==> src/rtl/reg_bank_pkg.sv <==
// Shared register-bank constants: GPR indices, flag bit positions, SP/PC index helpers.
package reg_bank_pkg;

   localparam int REG_A = 0;
   localparam int REG_X = 1;
   localparam int REG_Y = 2;

   localparam int FLAG_Z = 3;
   localparam int FLAG_N = 2;
   localparam int FLAG_C = 1;
   localparam int FLAG_O = 0;

   // SP and PC sit directly above the general-purpose registers.
   function automatic int sp_idx(input int num_gpr);
      return num_gpr;
   endfunction

   function automatic int pc_idx(input int num_gpr);
      return num_gpr + 1;
   endfunction

endpackage

==> src/rtl/reg_bank_sp_ctrl.sv <==
// Stack pointer with bounded push/pop, write override and sticky sp_err.
// Latency: updates visible one cycle after the sampling edge; no backpressure, strobes are level.
module sp_ctrl #(
   parameter int                DATA_W   = 16,
   parameter logic [DATA_W-1:0] SP_BASE  = 16'hF000,
   parameter logic [DATA_W-1:0] SP_LIMIT = 16'hE000
) (
   input  logic              clk,
   input  logic              rst,
   input  logic              wr,
   input  logic [DATA_W-1:0] wr_data,
   input  logic              push,
   input  logic              pop,
   input  logic              err_clr,
   output logic [DATA_W-1:0] sp,
   output logic              sp_err
);

   logic [DATA_W-1:0] sp_nxt;
   logic              err_set;

   // An explicit write masks push/pop entirely, so it can never raise an error.
   always_comb begin
      sp_nxt  = sp;
      err_set = 1'b0;
      if (wr) begin
         sp_nxt = wr_data;
      end else if (push && !pop) begin
         if (sp == SP_LIMIT) err_set = 1'b1;
         else                sp_nxt  = sp - 1'b1;
      end else if (pop && !push) begin
         if (sp == SP_BASE) err_set = 1'b1;
         else               sp_nxt  = sp + 1'b1;
      end
   end

   always_ff @(posedge clk or negedge rst) begin
      if (!rst) begin
         sp     <= SP_BASE;
         sp_err <= 1'b0;
      end else begin
         sp <= sp_nxt;
         if (err_set)      sp_err <= 1'b1;
         else if (err_clr) sp_err <= 1'b0;
      end
   end

endmodule

==> src/rtl/reg_bank.sv <==
// Register file: GPRs, SP, PC, maskable flags; 2 async read ports, 1 sync write port, no backpressure.
// Optional REG_BANK_BYPASS_EN forwards same-cycle write data to both read ports.
module reg_bank
   import reg_bank_pkg::*;
#(
   parameter int                DATA_W   = 16,
   parameter int                NUM_GPR  = 3,
   parameter int                SEL_W    = $clog2(NUM_GPR + 2),
   parameter logic [DATA_W-1:0] SP_BASE  = 16'hF000,
   parameter logic [DATA_W-1:0] SP_LIMIT = 16'hE000,
   parameter logic [DATA_W-1:0] PC_RESET = 16'h0000
) (
   input  logic              clk,
   input  logic              rst,
   input  logic              wr_en,
   input  logic [SEL_W-1:0]  wr_sel,
   input  logic [DATA_W-1:0] wr_data,
   input  logic [SEL_W-1:0]  rd_sel_a,
   input  logic [SEL_W-1:0]  rd_sel_b,
   output logic [DATA_W-1:0] rd_data_a,
   output logic [DATA_W-1:0] rd_data_b,
   input  logic [3:0]        flag_in,
   input  logic [3:0]        flag_we,
   output logic [3:0]        flags_out,
   input  logic              pc_inc,
   input  logic              sp_push,
   input  logic              sp_pop,
   input  logic              err_clr,
   output logic              sp_err,
   output logic [DATA_W-1:0] reg_a,
   output logic [DATA_W-1:0] reg_x,
   output logic [DATA_W-1:0] reg_y,
   output logic [DATA_W-1:0] reg_sp,
   output logic [DATA_W-1:0] reg_pc
);

   localparam int               SP_IDX = sp_idx(NUM_GPR);
   localparam int               PC_IDX = pc_idx(NUM_GPR);
   localparam int               N_REGS = NUM_GPR + 2;
   localparam logic [SEL_W-1:0] SP_SEL = SEL_W'(SP_IDX);
   localparam logic [SEL_W-1:0] PC_SEL = SEL_W'(PC_IDX);

   logic [DATA_W-1:0] gpr  [NUM_GPR];
   logic [DATA_W-1:0] regs [N_REGS];
   logic [DATA_W-1:0] pc;
   logic [DATA_W-1:0] sp;
   logic [3:0]        flags;

   always_ff @(posedge clk or negedge rst) begin
      if (!rst) begin
         for (int i = 0; i < NUM_GPR; i++) gpr[i] <= '0;
      end else begin
         for (int i = 0; i < NUM_GPR; i++)
            if (wr_en && wr_sel == SEL_W'(i)) gpr[i] <= wr_data;
      end
   end

   // An explicit PC write takes priority; the increment that cycle is dropped.
   always_ff @(posedge clk or negedge rst) begin
      if (!rst)                           pc <= PC_RESET;
      else if (wr_en && wr_sel == PC_SEL) pc <= wr_data;
      else if (pc_inc)                    pc <= pc + 1'b1;
   end

   always_ff @(posedge clk or negedge rst) begin
      if (!rst) flags <= 4'b0000;
      else      flags <= (flags & ~flag_we) | (flag_in & flag_we);
   end

   sp_ctrl #(
      .DATA_W   (DATA_W),
      .SP_BASE  (SP_BASE),
      .SP_LIMIT (SP_LIMIT)
   ) u_sp_ctrl (
      .clk     (clk),
      .rst     (rst),
      .wr      (wr_en && wr_sel == SP_SEL),
      .wr_data (wr_data),
      .push    (sp_push),
      .pop     (sp_pop),
      .err_clr (err_clr),
      .sp      (sp),
      .sp_err  (sp_err)
   );

   always_comb begin
      for (int i = 0; i < NUM_GPR; i++) regs[i] = gpr[i];
      regs[SP_IDX] = sp;
      regs[PC_IDX] = pc;
   end

   // Selects beyond PC match no entry and read as zero.
   always_comb begin
      rd_data_a = '0;
      rd_data_b = '0;
      for (int i = 0; i < N_REGS; i++) begin
         if (rd_sel_a == SEL_W'(i)) rd_data_a = regs[i];
         if (rd_sel_b == SEL_W'(i)) rd_data_b = regs[i];
      end
`ifdef REG_BANK_BYPASS_EN
      if (wr_en && wr_sel <= PC_SEL && rd_sel_a == wr_sel) rd_data_a = wr_data;
      if (wr_en && wr_sel <= PC_SEL && rd_sel_b == wr_sel) rd_data_b = wr_data;
`else
`endif
   end

   assign flags_out = flags;
   assign reg_a     = gpr[REG_A];
   assign reg_x     = gpr[REG_X];
   assign reg_y     = gpr[REG_Y];
   assign reg_sp    = sp;
   assign reg_pc    = pc;

endmodule

==> config.mk <==
export PLATFORM = sky130hd
export DESIGN_NAME = reg_bank
export DESIGN_NICKNAME = d
export VERILOG_FILES = /design/src/rtl/reg_bank_pkg.sv /design/src/rtl/reg_bank_sp_ctrl.sv /design/src/rtl/reg_bank.sv
export SDC_FILE = /design/constraint.sdc
export NUM_CORES = 1
export LEC_CHECK = 0
export BUFFER_PORTS_ARGS = -buffer_cell sky130_fd_sc_hd__buf_2
export CAP_MARGIN = 0
export CORE_MARGIN = 3
export CORE_UTILIZATION = 37
export CTS_CLUSTER_DIAMETER = 150
export CTS_CLUSTER_SIZE = 30
export DETAILED_ROUTE_END_ITERATION = 7
export HOLD_SLACK_MARGIN = 0.15
export PLACE_DENSITY_LB_ADDON = 0.15
export SLEW_MARGIN = 5
export SYNTH_ARGS = -nofsm -noshare
export SYNTH_HDL_FRONTEND = slang
export SYNTH_SLANG_ARGS = --single-unit
==> constraint.sdc <==
create_clock -name clk -period 3.01 [get_ports clk]
set_clock_uncertainty 0.05 [all_clocks]
set_input_delay 0.1505 -clock clk [delete_from_list [all_inputs] [get_ports clk]]
set_output_delay 0.1505 -clock clk [all_outputs]
set_load 0.02 [all_outputs]
# == After elaboration in Yosys (flattened, before gate mapping) ==
# Cells that the tools add are included.
# op_classes
n_addsub,3
n_eq_ne,16
bitwise,4
mux,24
n_reduce_logical,16
# ops
op,n
$mux W16,17
$add A16 B1 Y16 const B,2
$eq A16 B16 Y1 const B,2
$eq A3 B2 Y1 const B,6
$sub A16 B1 Y16 const B,1
$eq A3 B1 Y1 const B,3
$eq A3 B3 Y1 const B,3
$logic_not A3 Y1,3
$and A4 B4 Y4,2
$logic_and A1 B1 Y1,7
$mux W1,7
$not A4 Y4,1
$or A4 B4 Y4,1
$reduce_bool A2 Y1,2
$ne A3 B1 Y1 const B,1
$ne A3 B2 Y1 const B,1
$reduce_and A3 Y1,1
$reduce_bool A3 Y1,1
$logic_not A1 Y1,2
# word_totals
elab_cells,70
reg_bits,85
in_bits,40

# == Logic depth before layout (Yosys ltp) ==
# Gate-level depths: netlist (run 1).
# logic_depth
ltp_word,6
depth_mapped,14
depth_no_buf,10

# == Cells and area by module ==
# A second synthesis (run 1) with hierarchy kept.
# hier_totals
cells_unflattened,567
area_unflattened_um2,5587.9
# by_module_without_submodules
module,cells_each,n_inst,area_each_um2,seq_area_each_um2
reg_bank,376,1,4111.4,1701.6
sp_ctrl,191,1,1476.4,430.4

# == Worst setup path before layout (run 1) ==
# Ideal clock, no wire load.
# synth_timing
path_type,input to register
start,in sp_pop
end,reg u_sp_ctrl.sp[12]
slack_ns,0.134
t_required_ns,2.883
cell_stages,14
t_arrival_ns,2.748
path_cell_list,inv_1 -> ha_1 -> buf_4 -> buf_2 -> buf_2 -> buf_2 -> xor2_1 -> ha_1 -> nand4bb_1 -> nand4_2 -> a21oi_1 -> mux2_1 -> or3_1 -> a31oi_1
# synth_between
elab_chain_len,4
elab_cells_between_ends,9
classes_between,eq/ne (2); mux (2); reduce/logical (5)
# synth_rtl
element,line_no,source
"start, declared",reg_bank.sv:27,"input logic sp_pop,"
$logic_not A1 Y1,reg_bank_sp_ctrl.sv:28,end else if (push && !pop) begin
$logic_and A1 B1 Y1,reg_bank_sp_ctrl.sv:28,
$ne A3 B2 Y1 (no source line) (tied with other cells),--,
$reduce_and A3 Y1 (no source line) / $mux W16 (equally long branches),--,
"end signal, assigned",reg_bank_sp_ctrl.sv:42,sp <= sp_nxt;
"end, declared",reg_bank_sp_ctrl.sv:15,"output logic [DATA_W-1:0] sp,"
# Parallel ways exist; a longest one is shown, timed or not.
# A chain may end at the register's enable or synchronous reset.

# == Worst setup path in the final report (run 1) ==
# layout_timing
start,reg u_sp_ctrl.sp[1]
end,reg u_sp_ctrl.sp[12]
# layout_between
elab_chain_len,5
elab_cells_between_ends,12
classes_between,add/sub (2); eq/ne (4); mux (5); reduce/logical (1)
# layout_rtl
element,line_no,source
$add A16 B1 Y16,reg_bank_sp_ctrl.sv:33,else sp_nxt = sp + 1'b1;
$mux W16,reg_bank_sp_ctrl.sv:32,if (sp == SP_BASE) err_set = 1'b1;
$mux W16,reg_bank_sp_ctrl.sv:31,end else if (pop && !push) begin
$mux W16,reg_bank_sp_ctrl.sv:28,
$mux W16,reg_bank_sp_ctrl.sv:26,if (wr) begin
# Parallel ways exist; a longest one is shown, timed or not. The select of a mux whose other input is x is not followed.

==> results of run 1 <==
[worst max-delay path, stage by stage (launching register included)]
cell	delay [ps]
dfrtp_1	490
xor2_1	190
ha_1	240
nand4bb_1	130
nand4_2	210
a21oi_1	370
mux2_1	370
or3_1	310
a31oi_1	190
[synthesized netlist by cell type (4+ instances only)]
cell type / count / area (sq um)
nor3_1: 4 / 20.0
inv_1: 17 / 63.8
o22ai_1: 25 / 156
nand3_1: 22 / 110
a31oi_1: 4 / 25.0
and2_1: 6 / 37.5
a22oi_1: 23 / 173
xor2_1: 14 / 123
o21ai_1: 5 / 25.0
nand4_1: 7 / 43.8
o211ai_1: 6 / 45.0
dfrtp_1: 81 / 2030
nand2_1: 45 / 169
nor4_1: 5 / 31.3
nor2_1: 47 / 176
mux2i_1: 26 / 260
a21oi_1: 37 / 185
mux2_2: 53 / 597
nor2b_1: 7 / 43.8
buf_2: 13 / 65.1
xnor2_1: 14 / 123
and3_1: 7 / 43.8
or3_1: 4 / 25.0
mux4_2: 10 / 225
ha_1: 5 / 62.6
clkbuf_1: 41 / 154
dfstp_2: 4 / 105
o21ai_0: 43 / 215
[where the power goes]
| part | switching, mW | internal, mW | leakage, nW |
|---|---|---|---|
| clock network | 0.453 | 0.710 | 0.152 |
| registers | 0.673 | 1.49 | 1.02 |
| logic | 1.49 | 1.07 | 2.09 |
[metrics by stage]
| step | util | cells |
|---|---|---|
| detailed placement | 0.446 | 966 |
| floorplan | - | 636 |
| CTS | 0.483 | 1008 |
| finish | 0.483 | 1008 |
| global placement | 0.446 | 966 |
| global route | 0.483 | 1008 |
[per-layer routing]
| layer | wire length, microns | share of wire |
|---|---|---|
| met5 | 0 | 0 |
| met4 | 336 | 0.016 |
| met3 | 1480 | 0.072 |
| met2 | 10000 | 0.49 |
| met1 | 8630 | 0.42 |
[how the worst max path moves through the flow]
| stage | startpoint | cells past startpoint | slack [ps] | end |
|---|---|---|---|---|
| 6_report | u_sp_ctrl.sp[1]$_DFFE_PN0P_ | 8 | 390 | u_sp_ctrl.sp[12]$_DFFE_PN1P_ |
| 5_1_grt | u_sp_ctrl.sp[1]$_DFFE_PN0P_ | 8 | 280 | u_sp_ctrl.sp[12]$_DFFE_PN1P_ |
| 4_1_cts | u_sp_ctrl.sp[1]$_DFFE_PN0P_ | 8 | 410 | u_sp_ctrl.sp[12]$_DFFE_PN1P_ |
| 3_5_place_dp | sp_pop | 11 | 220 | u_sp_ctrl.sp[12]$_DFFE_PN1P_ |
| 3_3_place_gp | sp_pop | 11 | 350 | u_sp_ctrl.sp[12]$_DFFE_PN1P_ |
| 2_1_floorplan | sp_pop | 14 | 130 | u_sp_ctrl.sp[12]$_DFFE_PN1P_ |
[layout make-up]
type | count | share of cell area
Multi-Input combinational cell | 475 | 0.464
Sequential cell | 85 | 0.287
Timing Repair Buffer | 203 | 0.162
Clock buffer | 13 | 0.0364
Tap cell | 211 | 0.0355
Inverter | 18 | 0.00910
Clock inverter | 3 | 0.00573
[registers in the layout, indices dropped and copies added, names as in the netlist, named ones only]
register          count
reg_x                16
u_sp_ctrl.sp         16
u_sp_ctrl.sp_err      1
reg_y                16
reg_a                16
reg_pc               16
[what timing repair did]
action / CTS / global route
buffers inserted: 0 / 0
hold buffers: 26 / 0
endpoints found under the hold margin: 121 / 0
[cells by family after synthesis]
group | count (synthesis)
compound gates | 168
xor+xnor | 28
fa+ha+maj | 5
buf+inv | 76
flops | 85
mux | 91
simple gates | 183
==> reports/results.txt, run 1 <==
Status: complete, no violations
Register area share after synthesis: 0.362
Met1 usage in global routing: 0.294
Main synth FF type: dfrtp_1
Design area: 0.00743 sq mm
Die area: 0.0174 sq mm
Startpoint types: flip-flop
VDD IR-drop max: 0.379 mV
R2R Path Start: u_sp_ctrl.sp[1]$_DFFE_PN0P_
Htree depth: 3
Worst slew margin: 0.469
# port buffers: 156
Post-place instance area: 0.00685 sq mm
Synth cell types: 67
Post-Place Worst Slack: 215 ps
Initial Util: 0.383
Post-Synth Simple-Gate Area: 0.164
Routed WL per cell: 20.3 microns
CP Data Required Time: 3220 ps
Vias in the first global route: 5645
Hold Crit Depth: 3
Largest family of logic cells by synthesized area: multiplexers
Antenna cells: 0
Via/cell ratio: 5.77
Clock Sinks: 85
Final HPWL DP: 14900 microns
Die height: 132 microns
Max Freq: 0.381 GHz
Hold Path Origin: pc_inc
CTS root buffer: clkbuf_16
Tcrit/Tclk final: 0.872
Max-slew violation count: 0
Post-synth ARST share: 1.00
Clock-pin slew on the worst setup and hold paths: 60 ps
TNS Setup: 0 ps
Post-Syn Nets: 681
Core Box Area: 0.0154 sq mm
GRT overflow: 0
Largest net degree at the start of global routing: 40
Drc violations: 0
Layout fillers: 1440
Hold Vio Cnt, Final: 0
Hold-critical path endpoint: reg_pc[0]$_DFFE_PN0P_
Row count: 45
Placer congestion estimate: 0.921
Pwr Total: 5.88 mW
RR Endpoint: u_sp_ctrl.sp[12]$_DFFE_PN1P_
Xor and xnor area share after synthesis: 0.0417
CTS tree: done
Post-route minimum period: 2620 ps
Worst slew pin tran: 795 ps
Post-synth EDFFs: 0
CP arrival: 2840 ps
Maxcap violations: 0
Via count: 5814
Synthesized area: 0.00588 sq mm
Seq cells post-synth: 85
Post-synthesis mux area share: 0.190
Syn Area/Cell: 9.25 sq um
Worst setup margin: 385 ps
Die Span X: 132 microns
Total iterations of the first detailed-routing run: 5
First-pass GRT wire length: 31600 microns
Reg2reg path depth: 8
Synth warn: 0
Synth Area in Compound Gates: 0.178
Met3 usage: 0.0618
Final Setup Violations: 0
Commonest non-fill, non-tap cells in the layout: buf_2, dfrtp_1, mux2_2
Num CTS Buffers: 9
Multi-input logic area: 0.00345 sq mm
Cell Pwr Density: 792 mW/mm^2
Clock buffer depth: 2
Most common cell after layout, fill and taps aside: buf_2
# IOs: 157
Clock Latency Late Sink: 340 ps
Pleak: 3.26 nW
Worst setup path class: reg -> reg
Mapped Cells: 636
Hold WS: 211 ps
CP max FO: 10
Antenna viol nets, final: 0
GRT Util Overall: 0.229
Adder-cell share of the synthesized area: 0.0106
Register Area: 0.00213 sq mm
RSZ-0062 raised after global routing: false
Fin nets: 837
Layout area overhead: 26.3%
Routing usage on met2: 0.385
Crit path capture type: flip-flop
# resized after CTS: 0
Number of antenna violations at the first check in global routing: 0
Top Usage Layer GRT: met2
Layout cell share with drive strength beyond 1: 0.338
Worst reg-to-reg setup slack: 390 ps
WL final: 20500 microns
DRT iter0 DRCs: 415
Worst hold path class: in -> reg
(Power assumes the default switching activity.)
==> inputs of run 2 (changes only) <==
Settings changed: CORE_MARGIN 3 to 2.
Clock period 3.01 ns to 3.2 ns, I/O delays scaled along.
==> run 2 against run 1 <==
Wire length up 0.49%. Utilization down 1.3 points. Final area down 0.56%. Critical endpoint unchanged. First-iteration DRC count down 6.3%. Sequential power down 8%. Largest cell class unchanged.
==> reports/results.txt, run 2 (same netlist as run 1, synthesis figures left out) <==
Status: complete, no violations
Number of antenna violations at the first check in global routing: 0 (unchanged)
Worst slew margin: 0.237 (-0.231)
Die Span X: 130 microns (-1.5%)
Max Freq: 0.367 GHz (-3.6%)
WL final: 20600 microns (+0.49%)
Layout cell share with drive strength beyond 1: 0.335 (-0.00292)
# port buffers: 156 (unchanged)
Crit-path max cell delay: 550 ps (+60 ps)
Register Area: 0.00213 sq mm (unchanged)
Cell Pwr Density: 738 mW/mm^2 (-6.8%)
Routed WL per cell: 20.3 microns (+0.19%)
Hold Vio Cnt, Final: 0 (unchanged)
CP Cell Sequence: xor2_1, ha_1, nand4bb_1, nand4_2, a21oi_1, mux2_1, or3_1, a31oi_1
Clock-pin slew on the worst setup and hold paths: 60 ps (about the same)
Core Box Area: 0.0157 sq mm (+2.2%)
Clock Latency Late Sink: 350 ps (about the same)
Design area: 0.00739 sq mm (-0.56%)
Worst setup path class: reg -> reg
Vias in the first global route: 5563 (-1.5%)
First-pass GRT wire length: 31500 microns (-0.28%)
Maxcap violations: 0 (unchanged)
CP arrival: 2940 ps (+100 ps)
Placer congestion estimate: 0.877 (-4.7%)
Row count: 46 (+2.2%)
Num CTS Buffers: 9 (unchanged)
Final Setup Violations: 0 (unchanged)
CTS root buffer: clkbuf_16
Post-route minimum period: 2720 ps (+98.8 ps)
DRT iter0 DRCs: 389 (-6.3%)
Antenna cells: 0 (unchanged)
Commonest non-fill, non-tap cells in the layout: buf_2, dfrtp_1, mux2_2
GRT Util Overall: 0.245 (+0.0162)
Post-place instance area: 0.00685 sq mm (-0.13%)
Startpoint types: flip-flop
TNS Setup: 0 ps (unchanged)
CTS tree: done
Max-slew violation count: 0 (unchanged)
Drc violations: 0 (unchanged)
Crit path capture type: flip-flop
Worst slew pin tran: 1140 ps (+349 ps)
Layout fillers: 1532 (+6.4%)
Most common cell after layout, fill and taps aside: buf_2
Via count: 5750 (-1.1%)
Critical Path Slowest Stage Cell: dfrtp_1
Pleak: 3.23 nW (-0.90%)
Layout area overhead: 25.6%
RSZ-0062 raised after global routing: false
# IOs: 157 (unchanged)
Multi-input logic area: 0.00345 sq mm (unchanged)
VDD IR-drop max: 0.375 mV (-1.2%)
Die area: 0.0169 sq mm (-3.0%)
Via/cell ratio: 5.69 (-1.4%)
CP max FO: 13 (+3)
GRT overflow: 0 (unchanged)
Worst hold path class: in -> reg
Fin nets: 835 (-0.24%)
Tcrit/Tclk final: 0.851 (-0.0209)
Die height: 130 microns (-1.5%)
Antenna viol nets, final: 0 (unchanged)
Final HPWL DP: 14800 microns (-0.61%)
Clock Sinks: 85 (unchanged)
Initial Util: 0.374 (-0.00832)
Largest net degree at the start of global routing: 86 (+110%)
CP Data Required Time: 3420 ps (+200 ps)
Total iterations of the first detailed-routing run: 5 (unchanged)
Htree depth: 3 (unchanged)
Clock buffer depth: 2 (unchanged)
==> run 2: cell count changes in the layout (fill, tap and decap cells not counted) <==
cell        before  now
clkbuf_1         1    2
bufinv_16        1    0
buf_4           22   20
clkinvlp_4       1    2
clkbuf_8         3    2
==> run 2: worst paths after layout <==
kind                                              startpoint                      endpoint  slack, ps  depth (start not counted)
worst max-delay path             u_sp_ctrl.sp[1]$_DFFE_PN0P_  u_sp_ctrl.sp[12]$_DFFE_PN1P_        480                          8
worst min-delay path                                  pc_inc         reg_pc[0]$_DFFE_PN0P_        190                          3
worst max register to register   u_sp_ctrl.sp[1]$_DFFE_PN0P_  u_sp_ctrl.sp[12]$_DFFE_PN1P_        480                          8
worst min register to register  u_sp_ctrl.sp_err$_DFFE_PN0P_  u_sp_ctrl.sp_err$_DFFE_PN0P_        480                          2
max in group asynchronous                                rst   u_sp_ctrl.sp[2]$_DFFE_PN0P_       1840                          2
min in group asynchronous                                rst         reg_pc[8]$_DFFE_PN0P_        530                          2
==> run 2: timing repair <==
action,CTS,global route
setup buffers,0,0
resized for setup,0,0
hold buffers,26,0
hold endpoints to repair,165,0
==> run 2: per-layer routing <==
layer | vias up | wire length [microns] | track usage
met5 | - | 0 | 0
met4 | 0 | 409 | 0.0689
met3 | 26 | 1420 | 0.0549
met2 | 244 | 9970 | 0.407
met1 | 2825 | 8750 | 0.323
li1 | 2655 | - | -
==> run 2: through the flow <==
stage	utilization	power (mW)	hold WS [ps]	setup WS, ps	std cells
6_report	0.470	5.45	189	476	1011
5_1_grt	0.470	5.80	244	312	1011
4_1_cts	0.470	5.47	186	519	1011
3_5_place_dp	0.436	4.42	309	345	969
3_3_place_gp	0.436	4.39	318	433	969
2_1_floorplan	-	3.47	-186	315	636
==> run 2: worst max-delay path, delay by kind of cell, from the launching register on <==
| family | cells | cell delay (ps) |
|---|---|---|
| adders and majority gates | 1 | 250 |
| and+or+nand+nor | 3 | 660 |
| DFF | 1 | 550 |
| AOI/OAI and AO/OA | 2 | 530 |
| xor gates and xnor gates | 1 | 220 |
| muxes | 1 | 380 |
==> run 2: area by class of cell <==
cell class | count | area share
clock buffer | 13 | 0.0352
clock inverter | 3 | 0.00271
inverter | 18 | 0.00915
multi-input combinational | 475 | 0.467
sequential | 85 | 0.289
tap | 216 | 0.0366
timing repair buffer | 201 | 0.161
==> run 2: where the power goes <==
part | leakage [nW] | internal, mW | switching [mW]
Combinational | 2.08 | 1.00 | 1.46
Sequential | 1.02 | 1.40 | 0.577
Clock | 0.132 | 0.568 | 0.445
